`config.mk`:
```
export PLATFORM = sky130hd
export DESIGN_NAME = spi_master_cs
export DESIGN_NICKNAME = d
export VERILOG_FILES = /design/src/rtl/spi_master_cs.sv
export SDC_FILE = /design/constraint.sdc
export NUM_CORES = 1
export LEC_CHECK = 0
export BUFFER_PORTS_ARGS = -buffer_cell sky130_fd_sc_hd__buf_4
export CAP_MARGIN = 20
export CORE_ASPECT_RATIO = 1.4
export CORE_MARGIN = 1.5
export CORE_UTILIZATION = 58
export DETAILED_ROUTE_END_ITERATION = 6
export MAX_ROUTING_LAYER = met4
export PLACE_DENSITY_LB_ADDON = 0.15
export SKIP_CTS_REPAIR_TIMING = 1
export SLEW_MARGIN = 5
export SYNTH_ARGS = -nofsm -noshare
export SYNTH_HDL_FRONTEND = slang
export SYNTH_SLANG_ARGS = --single-unit
```
`constraint.sdc`:
```
create_clock -name i_clk -period 2.2 [get_ports i_clk]
set_input_delay 0.11 -clock i_clk [delete_from_list [all_inputs] [get_ports i_clk]]
set_output_delay 0.11 -clock i_clk [all_outputs]
set_load 0.03 [all_outputs]
```
`src/rtl/spi_master_cs.sv`:
```
// SPI master with per-word mode/bit order, programmable SCLK divider and NumCs active-low chip selects.
// Optional feature: define SPI_LOOPBACK_EN to add i_cfg_loopback (sample o_mosi instead of i_miso).
module spi_master_cs #(
    parameter int DataWidth = 8,
    parameter int NumCs     = 1,
    parameter int DivWidth  = 8,
    localparam int CsSelW   = (NumCs > 1) ? $clog2(NumCs) : 1
) (
    input  logic                 i_clk,
    input  logic                 i_rst,
    output logic                 o_sclk,
    output logic                 o_mosi,
    input  logic                 i_miso,
    output logic [NumCs-1:0]     o_cs_n,
    input  logic                 i_din_valid,
    output logic                 o_din_ready,
    input  logic [DataWidth-1:0] i_din_bits,
    output logic                 o_dout_valid,
    input  logic                 i_dout_ready,
    output logic [DataWidth-1:0] o_dout_bits,
    input  logic                 i_cfg_valid,
    output logic                 o_cfg_ready,
    input  logic [DivWidth-1:0]  i_cfg_div,
    input  logic [1:0]           i_cfg_mode,
    input  logic                 i_cfg_lsb,
    input  logic [CsSelW-1:0]    i_cfg_cs_sel,
    input  logic                 i_cfg_cs_hold,
`ifdef SPI_LOOPBACK_EN
    input  logic                 i_cfg_loopback,
`endif
    output logic                 o_busy
);
    localparam int CntW = $clog2(DataWidth + 1);

    typedef enum logic [1:0] {IDLE, SETUP, XFER, TAIL} state_t;

    state_t                state;
    logic [DivWidth:0]     half_cnt;
    logic [CntW-1:0]       bit_cnt;
    logic [DataWidth-1:0]  tx_sh;
    logic [DataWidth-1:0]  rx_sh;
    logic [DivWidth-1:0]   cfg_div;
    logic [1:0]            cfg_mode;
    logic                  cfg_lsb;
    logic [CsSelW-1:0]     cfg_sel;
    logic                  cfg_hold;
`ifdef SPI_LOOPBACK_EN
    logic                  cfg_lb;
`endif

    logic                  cfg_fire, din_fire, dout_fire;
    logic                  half_done, leading, sample_now, shift_now, last_edge;
    logic                  miso_bit, tx_head, din_head;
    logic [CntW-1:0]       cnt_after;
    logic [DataWidth-1:0]  tx_shifted, din_shifted, rx_next;
    logic [NumCs-1:0]      cs_sel_n;

    assign o_cfg_ready = (state == IDLE);
    assign o_din_ready = (state == IDLE) && !o_dout_valid && !i_cfg_valid;
    assign cfg_fire    = i_cfg_valid && o_cfg_ready;
    assign din_fire    = i_din_valid && o_din_ready;
    assign dout_fire   = o_dout_valid && i_dout_ready;

`ifdef SPI_LOOPBACK_EN
    assign miso_bit = cfg_lb ? o_mosi : i_miso;
`else
    assign miso_bit = i_miso;
`endif

    // An edge is leading when SCLK currently rests at CPOL; CPHA picks which edge samples.
    assign half_done  = (half_cnt == {1'b0, cfg_div});
    assign leading    = (o_sclk == cfg_mode[1]);
    assign sample_now = (leading != cfg_mode[0]);
    assign shift_now  = !sample_now;
    assign cnt_after  = sample_now ? bit_cnt - 1'b1 : bit_cnt;
    assign last_edge  = !leading && (cnt_after == '0);

    assign tx_head     = cfg_lsb ? tx_sh[0] : tx_sh[DataWidth-1];
    assign tx_shifted  = cfg_lsb ? {1'b0, tx_sh[DataWidth-1:1]} : {tx_sh[DataWidth-2:0], 1'b0};
    assign din_head    = cfg_lsb ? i_din_bits[0] : i_din_bits[DataWidth-1];
    assign din_shifted = cfg_lsb ? {1'b0, i_din_bits[DataWidth-1:1]}
                                 : {i_din_bits[DataWidth-2:0], 1'b0};
    assign rx_next     = cfg_lsb ? {miso_bit, rx_sh[DataWidth-1:1]} : {rx_sh[DataWidth-2:0], miso_bit};

    always_comb begin
        cs_sel_n = '1;
        for (int i = 0; i < NumCs; i++) begin
            if (CsSelW'(i) == cfg_sel) cs_sel_n[i] = 1'b0;
        end
    end

    always_ff @(posedge i_clk) begin
        if (i_rst) begin
            state        <= IDLE;
            half_cnt     <= '0;
            bit_cnt      <= '0;
            tx_sh        <= '0;
            rx_sh        <= '0;
            o_sclk       <= 1'b0;
            o_mosi       <= 1'b0;
            o_cs_n       <= '1;
            o_dout_valid <= 1'b0;
            o_dout_bits  <= '0;
            o_busy       <= 1'b0;
            cfg_div      <= '0;
            cfg_mode     <= '0;
            cfg_lsb      <= 1'b0;
            cfg_sel      <= '0;
            cfg_hold     <= 1'b0;
`ifdef SPI_LOOPBACK_EN
            cfg_lb       <= 1'b0;
`endif
        end else begin
            if (dout_fire) o_dout_valid <= 1'b0;
            case (state)
                IDLE: begin
                    if (cfg_fire) begin
                        cfg_div  <= i_cfg_div;
                        cfg_mode <= i_cfg_mode;
                        cfg_lsb  <= i_cfg_lsb;
                        cfg_sel  <= i_cfg_cs_sel;
                        cfg_hold <= i_cfg_cs_hold;
`ifdef SPI_LOOPBACK_EN
                        cfg_lb   <= i_cfg_loopback;
`endif
                        o_sclk   <= i_cfg_mode[1];
                        o_cs_n   <= '1;
                    end else if (din_fire) begin
                        state    <= SETUP;
                        half_cnt <= '0;
                        bit_cnt  <= CntW'(DataWidth);
                        rx_sh    <= '0;
                        o_busy   <= 1'b1;
                        o_cs_n   <= cs_sel_n;
                        // With CPHA=0 the first bit must be on MOSI before the first (sampling) edge.
                        if (!cfg_mode[0]) begin
                            o_mosi <= din_head;
                            tx_sh  <= din_shifted;
                        end else begin
                            tx_sh  <= i_din_bits;
                        end
                    end
                end
                SETUP, XFER: begin
                    if (half_done) begin
                        half_cnt <= '0;
                        o_sclk   <= ~o_sclk;
                        if (sample_now) begin
                            rx_sh   <= rx_next;
                            bit_cnt <= cnt_after;
                        end
                        if (shift_now && (bit_cnt != '0)) begin
                            o_mosi <= tx_head;
                            tx_sh  <= tx_shifted;
                        end
                        state <= last_edge ? TAIL : XFER;
                    end else begin
                        half_cnt <= half_cnt + 1'b1;
                    end
                end
                TAIL: begin
                    if (half_done) begin
                        half_cnt     <= '0;
                        state        <= IDLE;
                        o_busy       <= 1'b0;
                        o_dout_valid <= 1'b1;
                        o_dout_bits  <= rx_sh;
                        if (!cfg_hold) o_cs_n <= '1;
                    end else begin
                        half_cnt <= half_cnt + 1'b1;
                    end
                end
                default: state <= IDLE;
            endcase
        end
    end
endmodule

```
Word-level counts from Yosys, hierarchy flattened:

Cells that the tools add are included.

* bits in registers: 57
* bits in latches: 0
* bits in read-only memories: 0
* bits of input ports: 27
* logic and storage cells: 117
* memory bits (writable): 0
* memories kept: 0
* output and inout bits: 15

* shift-type cells: 0
* equality and inequality tests: 16
* $lt $le $gt $ge: 0
* reductions and logical operators: 28
* $mul: 0
* bitwise gates (word level): 1
* muxes and demuxes: 54
* divide/modulo/power cells: 0
* $add $sub $neg: 2

Operators with widths (count)
* 2-to-1 mux 8 bit: 12
* one-hot mux 8 bit (2 select lines): 2
* 2-to-1 mux 9 bit: 3
* 2-to-1 mux 1 bit: 21
* 2-to-1 mux 4 bit: 5
* one-hot mux 9 bit (2 select lines): 1
* != test 2 bit (second input constant): 7
* AND reduction 4 bit: 3
* AND reduction 5 bit: 2
* adder 9 x 1 -> 9 bit (second input constant): 1
* == test 9 x 8 -> 1 bit: 1
* 2-to-1 mux 2 bit: 4
* one-hot mux 1 bit (2 select lines): 4
* one-hot mux 4 bit (2 select lines): 1
* logical AND 1 bit: 7
* one-hot mux 2 bit (3 select lines): 1
* AND reduction 2 bit: 3
* AND reduction 6 bit: 1
* == test 2 bit (second input constant): 2
* zero test 1 bit: 4
* zero test 4 bit: 1
* != test 2 x 1 -> 1 bit (second input constant): 2
* nonzero test 2 bit: 2
* nonzero test 4 bit: 1
* 10 further kinds: 10

Logic depth before layout (Yosys ltp):

Gate-level depths: netlist (run 1).

* depth in word-level cells: 8
* mapped depth: 8
* depth with buffers taken out: 7

Worst setup path after synthesis (run 1):

Ideal clock, no wire load.

* kind: flip-flop to flip-flop
* start point: reg o_sclk
* end point: reg bit_cnt[0]
* arrival time: 1.978 ns
* library setup time: 0.074 ns
* period minus slack after synthesis: 2.052 ns
* path slack: 0.148 ns
* buffers on the path: 2
* stages on the path, launching flop included: 7
* required time: 2.126 ns
* path through: dfxtp_1 xor3_1 nor4_4 buf_6 buf_12 nand4_1 a31oi_1

* longest elaborated chain between the ends: 6
* elaborated cells on any way between the ends: 8
* classes of those cells: 3 x eq/ne; 4 x mux; 1 x reduce/logical

RTL lines
* start, declared: RTL line 11 `output logic o_sclk,`
* start signal, assigned: RTL line 126 `o_sclk <= i_cfg_mode[1];`
* start signal, assigned: RTL line 147 `o_sclk <= ~o_sclk;`
* == test 1 bit *: RTL line 72 `assign leading = (o_sclk == cfg_mode[1]);`
* != test 1 bit *: RTL line 73 `assign sample_now = (leading != cfg_mode[0]);`
* 2-to-1 mux 4 bit: RTL line 75 `assign cnt_after = sample_now ? bit_cnt - 1'b1 : bit_cnt;`
* 2-to-1 mux 4 bit: RTL line 148 `if (sample_now) begin`
* 2-to-1 mux 4 bit: RTL line 145 `if (half_done) begin`
* one-hot mux 4 bit (2 select lines): RTL line 115 `case (state)`
* end signal, assigned: RTL line 131 `bit_cnt <= CntW'(DataWidth);`
* end signal, assigned: RTL line 150 `bit_cnt <= cnt_after;`
* end, declared: RTL line 39 `logic [CntW-1:0] bit_cnt;`

Mark *: on every way between the ends. The rest lies on a longest branch, timed or not. The select of a mux whose other input is x is not followed.
A chain may end at the register's enable or synchronous reset.

Final worst setup path (run 1):

* start point: reg half_cnt[3]
* end point: reg tx_sh[1]

* longest elaborated chain between the ends: 3

RTL lines
* start, declared: RTL line 38 `logic [DivWidth:0] half_cnt;`
* start signal, assigned: RTL line 158 `half_cnt <= half_cnt + 1'b1;`
* start signal, assigned: RTL line 170 `half_cnt <= half_cnt + 1'b1;`
* == test 9 x 8 -> 1 bit: RTL line 71 `assign half_done = (half_cnt == {1'b0, cfg_div});`
* != test 2 bit (no line)
* AND reduction 5 bit (no line)
* end signal, assigned: RTL line 138 `tx_sh <= din_shifted;`
* end signal, assigned: RTL line 140 `tx_sh <= i_din_bits;`
* end signal, assigned: RTL line 154 `tx_sh <= tx_shifted;`
* end, declared: RTL line 40 `logic [DataWidth-1:0] tx_sh;`

No other way between the ends.

==> metrics.md, run 1 <==
| Metric | Value |
|---|---|
| Synth top area cells | dfxtp_1, nand2_1, a21oi_1 |
| Outcome | finished, final reports clean |
| Slew Limit Fails | 0 |
| Synthesized cell area | 3280 sq um |
| Dpl cell area | between 3000 and 4000 sq um |
| Filler instances | 463 |
| Vias per cell | between 6 and 7 |
| WP data required | 2.42 ns |
| Top-count cell post-synth | dfxtp_1 |
| Post-synth EDFFs | 0 |
| Largest area contributor in the netlist | dfxtp_1 |
| Post-Syn Instances | around 400 |
| Flop-to-flop setup slack | between 0.1 and 0.15 ns |
| Initial DRC Count | about 260 |
| Final worst path period share | 0.939 |
| Clk_lat worst skew | 0.34 ns |
| Core Rows | 32 |
| CP Capture Type | flip-flop |
| CTS tree | yes |
| Largest net degree at the start of global routing | 32 |
| Initial antenna violation count | 0 |
| Crit Path Class | reg2reg |
| Seq. cell area | 1140 sq um |
| FF+latch count, synth | 57 |
| Count of cell types in the netlist | 55 |
| H-tree levels | 3 |
| Die Y | ~90 um |
| Fmax | ~0.48 GHz |
| Initial cell density of the core | 0.599 |
| CTS Buffer Depth | 2 |
| Worst Hold Class | in2reg |
| Worst setup path startpoint | half_cnt[3] |
| VDD IR max | slightly below 1 mV |
| Area share of the largest cell type after synthesis | 0.347 |
| Core footprint | 5490 sq um |
| Crit path DAT | 2.29 ns |
| Slew @ Worst Pin | between 0.7 and 0.8 ns |
| DR DRC count | 0 |
| Hold WS | approximately 0.010 ns |
| Setup ws final | 0.134 ns |
| Die area | about 6100 sq um |
| Footprint of the multi-input gates | just under 2000 sq um |
| Final instance area | between 3000 and 4000 sq um |
| Worst slack, placed | roughly 0.15 ns |
| # nets final | 470 |
| Via count | 3151 |
| Register area share after synthesis | 0.347 |
| DP Wirelength | 5670 um |
| Max Cap Violations | 0 |
| Critical path fanouts, max | 6 |
| Sink Count | 57 |
| First-pass GRT wire length | 14000 um |
| TritonRoute pass-1 iters | 4 |
| Clk_skew | between 0.007 and 0.008 ns |
| ANT nets after route | 0 |
| Share of layout cells above drive strength 1 | 0.234 |
| DIE WIDTH | 66.6 um |
| Clock slew at reported path FFs | about 0.06 ns |
| IO Count | 42 |
| Layout area overhead | 19.0% |
| Vias in the first global route | slightly above 3000 |
| Syn nets | approximately 430 |
| Ys async rst share | 0 |
| Final Hold Fails | 0 |
| Ys flop type | dfxtp_1 |
| Clock root cell | clkbuf_8 |
| PwrDens | between 1000 and 1500 nW/um^2 |
| Drt wl/cell | around 16 um |
| Worst slew margin | 0.514 |
| Ant. Diodes | 0 |
| Final setup violation count | 0 |
| GR Util All Layers | 0.303 |
| Worst reg2reg startpoint | half_cnt[3] |
| Final WL | 8250 um |
| CTS buffer count | 9 |
| Unrepaired setup endpoints after global routing | false |
| Hold Startpoint | i_cfg_div[4] |
| Sum Neg Setup Slack | 0 ns |
| Total grt overflow | 0 |
| LEAKAGE | around 1.5 nW |
| Post-route minimum period | slightly above 2 ns |
| PortBufs | 41 |
| Post-synth top cells | dfxtp_1, nand2_1, a21oi_1, nand3_1, clkbuf_1 |
| GPL Wtd Cong | around 0.85 |
| YS warnings | 0 |
| Syn_area_per_cell | 8.27 sq um |
| Crit path launch type | flip-flop |
-- worst max-delay path, stage by stage, from the launching register on --
cell     delay [ns]
dfxtp_1        0.35
xor2_1         0.18
or4_4          0.59
o41a_2         0.55
o21ai_0        0.19
a21oi_1        0.09
-- sequential cells by signal, indices dropped and copies added (netlist names) --
signal and cells:
half_cnt 9, cfg_div 8, o_dout_bits 8, rx_sh 8, tx_sh 8, bit_cnt 4
cfg_mode 2, state 2, cfg_hold 1, cfg_lsb 1, cfg_sel 1, o_busy 1
o_cs_n 1, o_dout_valid 1, o_mosi 1, o_sclk 1
-- power by group --
group          leakage (nW)  total [mW]  switching, mW  internal [mW]
Combinational         0.938        2.38           1.47          0.906
Sequential            0.464        1.36          0.155           1.21
Clock                 0.115        1.12          0.428          0.695
Total                  1.52        4.86           2.05           2.81
-- stage by stage --
step                utilization  cells  power, mW
global placement          0.671    496       3.69
finish                    0.713    512       4.86
CTS                       0.713    512       4.87
global route              0.713    512       5.18
detailed placement        0.671    496       3.73
floorplan                     -    397       3.12
-- per-layer routing --
| layer | vias to the layer above | global-route usage | routed length (um) | part of all wire |
|---|---|---|---|---|
| met5 | - | - | 0 | 0 |
| met4 | 0 | 0.145 | 180 | 0.022 |
| met3 | 17 | 0.0564 | 418 | 0.051 |
| met2 | 97 | 0.507 | 4300 | 0.52 |
| met1 | 1487 | 0.341 | 3350 | 0.41 |
| li1 | 1550 | - | - | - |
-- worst paths after layout --
check / cells after the start / endpoint
worst max register to register: 5 / tx_sh[1]
worst min-delay path: 3 / cfg_div[4]
worst max-delay path: 5 / tx_sh[1]
worst min register to register: 2 / o_dout_bits[0]
-- logic make-up (layout without fill, tap and decap cells) --
group / Yosys count / after routing / share of synthesized area
muxes: 24 / 24 / 0.0827
xor gates and xnor gates: 12 / 12 / 0.0366
adders and majority gates: 4 / 4 / 0.0152
AOI/OAI and AO/OA: 107 / 107 / 0.216
buffers and inverters: 38 / 85 / 0.0541
and+or+nand+nor: 155 / 155 / 0.248
DFF: 57 / 57 / 0.347
-- layout make-up --
class	count	share of cell area
clock buffers	11	0.0387
inverters	8	0.00768
multi-input cells	302	0.503
repair buffers	61	0.117
clock inverters	5	0.0198
flip-flops and latches	57	0.292
well taps	68	0.0218
-- placed cells by master, fill, tap and decap left out, drive strengths merged, types with 9 or more instances in the layout --
| cell type | instances |
|---|---|
| a21oi | 37 |
| a31oi | 10 |
| buf | 61 |
| clkbuf | 11 |
| dfxtp | 57 |
| mux2 | 15 |
| nand2 | 53 |
| nand2b | 10 |
| nand3 | 33 |
| nand4 | 11 |
| nor2 | 12 |
| o21ai | 16 |
| o311ai | 9 |
Power figures use the tool's default switching activity.
==> run 2, diff against run 1 <==
--- a/config.mk
+++ b/config.mk
@@ -13,6 +13,7 @@
 export DETAILED_ROUTE_END_ITERATION = 6
 export MAX_ROUTING_LAYER = met4
 export PLACE_DENSITY_LB_ADDON = 0.15
+export REMOVE_ABC_BUFFERS = 1
 export SKIP_CTS_REPAIR_TIMING = 1
 export SLEW_MARGIN = 5
 export SYNTH_ARGS = -nofsm -noshare
==> metrics.md, run 2 (synthesis gave the netlist of run 1 again) <==
| Metric | Value |
|---|---|
| Core Rows | 32 |
| Post-route minimum period | approximately 2.1 ns |
| DP Wirelength | 5560 um |
| Unrepaired setup endpoints after global routing | false |
| Slew Limit Fails | 0 |
| Placed Cells | just under 500 |
| CTS buffer count | 9 |
| Ant. Diodes | 0 |
| Sum Neg Setup Slack | 0 ns |
| Setup ws final | between 0.1 and 0.15 ns |
| LEAKAGE | ~1.5 nW |
| Switch Pwr | 2.06 mW |
| DR DRC count | 0 |
| ANT nets after route | 0 |
| Share of the core filled with cells | 0.711 |
| Net Sw Frac | 0.424 |
| Vias in the first global route | ~2900 |
| Initial DRC Count | 272 |
| Biggest register | half_cnt |
| Critical path fanouts, max | 6 |
| Clock root cell | clkbuf_8 |
| Outcome | finished, final reports clean |
| Clk_lat worst skew | between 0.3 and 0.4 ns |
| Hold WS | between 0.007 and 0.008 ns |
| Final setup violation count | 0 |
| PwrDens | 1250 nW/um^2 |
| Vias per cell | 6.15 |
| Crit Path Class | reg2reg |
| Combinational share of power | 0.480 |
| TritonRoute pass-1 iters | 4 |
| Total grt overflow | 0 |
| H-tree levels | 3 |
| Dpl cell area | roughly 3700 sq um |
| Drt wl/cell | 15.8 um |
| Worst setup path startpoint | half_cnt[3] |
| Max Cap Violations | 0 |
| Final instance area | 3900 sq um |
| Clock power share | 0.238 |
| CTS tree | yes |
| First-pass GRT wire length | between 10000 and 15000 um |
| Most common cell after layout, fill and taps aside | buf_4 |
| Flop-to-flop setup slack | between 0.1 and 0.15 ns |
| Footprint of the multi-input gates | slightly below 2000 sq um |
| VDD IR max | between 1 and 1.5 mV |
| Clk_skew | 0.00736 ns |
| Die area | slightly above 6000 sq um |
| Initial cell density of the core | 0.599 |
| Core footprint | around 5500 sq um |
| Max reg flops | 9 |
| Crit path launch type | flip-flop |
| Worst reg2reg startpoint | half_cnt[3] |
| GPL Wtd Cong | between 0.9 and 1 |
| Worst Hold Class | in2reg |
| Filler instances | roughly 450 |
| Largest net degree at the start of global routing | 35 |
| Clock slew at reported path FFs | ~0.070 ns |
| Via count | 3128 |
| Final std cells w/o fill | 509 |
| Seq. cell area | ~1100 sq um |
| Fmax | between 0.4 and 0.5 GHz |
| WP data required | between 2 and 2.5 ns |
| Final Hold Fails | 0 |
| GR Util All Layers | 0.294 |
| Int Pwr | approximately 2.8 mW |
| Share of layout cells above drive strength 1 | 0.231 |
| Sink Count | between 50 and 60 |
| CTS Buffer Depth | 2 |
| # nets final | roughly 470 |
| CP Capture Type | flip-flop |
| DIE WIDTH | ~67 um |
| Hold Startpoint | i_cfg_cs_sel |
| Final WL | 8050 um |
| Final worst path period share | 0.942 |
| Sequential Power Share | 0.282 |
| Power after layout | 4.87 mW |
| PortBufs | between 40 and 50 |
| Worst slew margin | 0.567 |
| IO Count | 42 |
| Crit path DAT | about 2.3 ns |
| Die Y | approximately 92 um |
| Slew @ Worst Pin | 0.646 ns |
| Commonest cells after routing, fill and taps aside | buf_4, dfxtp_1, nand2_1 |
| Initial antenna violation count | 0 |
| Layout area overhead | 18.8% |
| Worst slack, placed | 0.170 ns |
## run 2: worst paths after layout
path | depth (start not counted) | endpoint
worst max-delay path | 5 | tx_sh[4]
worst max register to register | 5 | tx_sh[4]
worst min-delay path | 3 | cfg_sel
worst min register to register | 2 | o_dout_bits[0]
## run 2: final cells by class
type | instances | share of cell area
inverter | 8 | 0.00770
clock buffer | 12 | 0.0423
multi-input combinational | 302 | 0.505
sequential | 57 | 0.292
tap | 68 | 0.0218
clock inverter | 4 | 0.0189
timing repair buffer | 58 | 0.112
## run 2: power by group through the flow
stage / logic (mW) / clock network (mW) / registers (mW)
2_1_floorplan: 1.48 / 0 / 1.43
3_3_place_gp: 2.26 / 0 / 1.38
3_5_place_dp: 2.30 / 0 / 1.39
4_1_cts: 2.32 / 1.17 / 1.37
5_1_grt: 2.57 / 1.22 / 1.40
6_report: 2.34 / 1.16 / 1.37
## run 2: critical path, cell delays in order (launching register included)
cell and delay, ns:
dfxtp_1 0.35, xor2_1 0.18, or4_4 0.59, o41a_2 0.55
o21ai_0 0.19, a21oi_1 0.08
## run 2: layer usage
layer  vias up  global-route usage  share of wire  wire length [um]
li1       1548                   -              -                 -
met1      1453               0.363           0.41              3340
met2       116               0.477           0.51              4100
met3        11              0.0454          0.060               479
met4         0               0.117          0.016               131
met5         -                   -              0                 0
==> run 3, diff against run 2 <==
--- a/config.mk
+++ b/config.mk
@@ -7,7 +7,7 @@
 export LEC_CHECK = 0
 export BUFFER_PORTS_ARGS = -buffer_cell sky130_fd_sc_hd__buf_4
 export CAP_MARGIN = 20
-export CORE_ASPECT_RATIO = 1.4
+export CORE_ASPECT_RATIO = 0.9
 export CORE_MARGIN = 1.5
 export CORE_UTILIZATION = 58
 export DETAILED_ROUTE_END_ITERATION = 6
==> metrics.md, run 3 (synthesis gave the netlist of run 1 again) <==
| Metric | Value |
|---|---|
| Outcome | finished, final reports clean |
| Slew @ Worst Pin | between 0.6 and 0.7 ns |
| VDD IR max | between 0.8 and 0.9 mV |
| GPL Wtd Cong | approximately 0.9 |
| Clock root cell | clkbuf_8 |
| WP data required | ~2.4 ns |
| IO Count | 42 |
| Via count | ~3100 |
| CTS Buffer Depth | 2 |
| Core footprint | roughly 5300 sq um |
| Max reg flops | 9 |
| Final worst path period share | 0.945 |
| Met1 usage in global routing | 0.395 |
| CTS buffer count | 9 |
| Vias in the first global route | around 2900 |
| Most common cell after layout, fill and taps aside | buf_4 |
| Worst Hold Class | in2reg |
| Initial cell density of the core | 0.614 |
| Initial DRC Count | about 260 |
| Clock slew at reported path FFs | 0.07 ns |
| Sink Count | between 50 and 60 |
| Slew Limit Fails | 0 |
| H-tree levels | 3 |
| Share of layout cells above drive strength 1 | 0.233 |
| Drt wl/cell | roughly 16 um |
| Final setup violation count | 0 |
| DR DRC count | 0 |
| Max Cap Violations | 0 |
| CTS tree | yes |
| Layout area overhead | 17.3% |
| TritonRoute pass-1 iters | 4 |
| Clk_skew | 0.00604 ns |
| Die Y | 74.4 um |
| Crit path launch type | flip-flop |
| Share of the core filled with cells | 0.720 |
| DIE WIDTH | slightly above 80 um |
| Ant. Diodes | 0 |
| DP Wirelength | 5640 um |
| Commonest cells after routing, fill and taps aside | buf_4, dfxtp_1, nand2_1 |
| Final WL | 8110 um |
| Crit Path Class | reg2reg |
| ANT nets after route | 0 |
| Fmax | 0.481 GHz |
| Total grt overflow | 0 |
| Biggest register | half_cnt |
| Sum Neg Setup Slack | 0 ns |
| Unrepaired setup endpoints after global routing | false |
| PwrDens | 1190 nW/um^2 |
| PortBufs | between 40 and 50 |
| Post-route minimum period | around 2.1 ns |
| Critical path fanouts, max | 6 |
| GR Util All Layers | 0.297 |
| Initial antenna violation count | 0 |
| Clk_lat worst skew | ~0.34 ns |
| Worst slew margin | 0.533 |
| CP Capture Type | flip-flop |
| Gr busiest metal | met2 |
| # nets final | 469 |
| LEAKAGE | 1.49 nW |
| Largest net degree at the start of global routing | 32 |
| First-pass GRT wire length | 13400 um |
| Vias per cell | roughly 6 |
| Core Rows | 25 |
| Met3 usage | 0.0798 |
| Final Hold Fails | 0 |
| Die area | about 6000 sq um |
| Grt met2 use | 0.444 |
| Crit path DAT | 2.31 ns |
==> run 3: routing by layer <==
layer,vias up,share of wire
met5,-,0
met4,0,0.010
met3,9,0.058
met2,91,0.45
met1,1478,0.48
li1,1556,-
==> run 3: cell type report <==
cell class / instances / area [sq um]
multi-input combinational: 302 / 1970
fill: 436 / 1500
sequential: 57 / 1140
timing repair buffer: 60 / 450
clock buffer: 11 / 151
tap: 67 / 83.8
clock inverter: 5 / 30.0
inverter: 8 / 30.0
==> run 3: final timing paths <==
kind         slack [ns]  cells after the start            from        endpoint
max                0.12                      5     half_cnt[3]        tx_sh[2]
min                0.02                      3    i_cfg_cs_sel         cfg_sel
max reg2reg        0.12                      5     half_cnt[3]        tx_sh[2]
min reg2reg        0.45                      2  o_dout_bits[4]  o_dout_bits[4]
==> run 3: per-stage QoR <==
step           power (mW)  hold WS [ns]  area, sq um  std cells  setup WS, ns
6_report             4.58        0.0184         3850        510         0.120
5_1_grt              4.88        0.0204         3850        510        0.0173
4_1_cts              4.57       0.00755         3850        510        0.0999
3_5_place_dp         3.67         0.368         3670        494         0.115
3_3_place_gp         3.62         0.355         3670        494         0.192
2_1_floorplan        2.91         0.179         3140        367       -0.0211
==> run 3: power by group <==
group	leakage [nW]	internal, mW	switching (mW)
clock	0.0911	0.463	0.428
combinational	0.932	0.870	1.44
sequential	0.464	1.21	0.171
==> run 3: worst max-delay path, cell delays in order, from the launching register on <==
cell,delay (ns)
dfxtp_1,0.36
xor2_1,0.19
or4_4,0.59
o41a_2,0.54
o21ai_0,0.18
a21oi_1,0.09
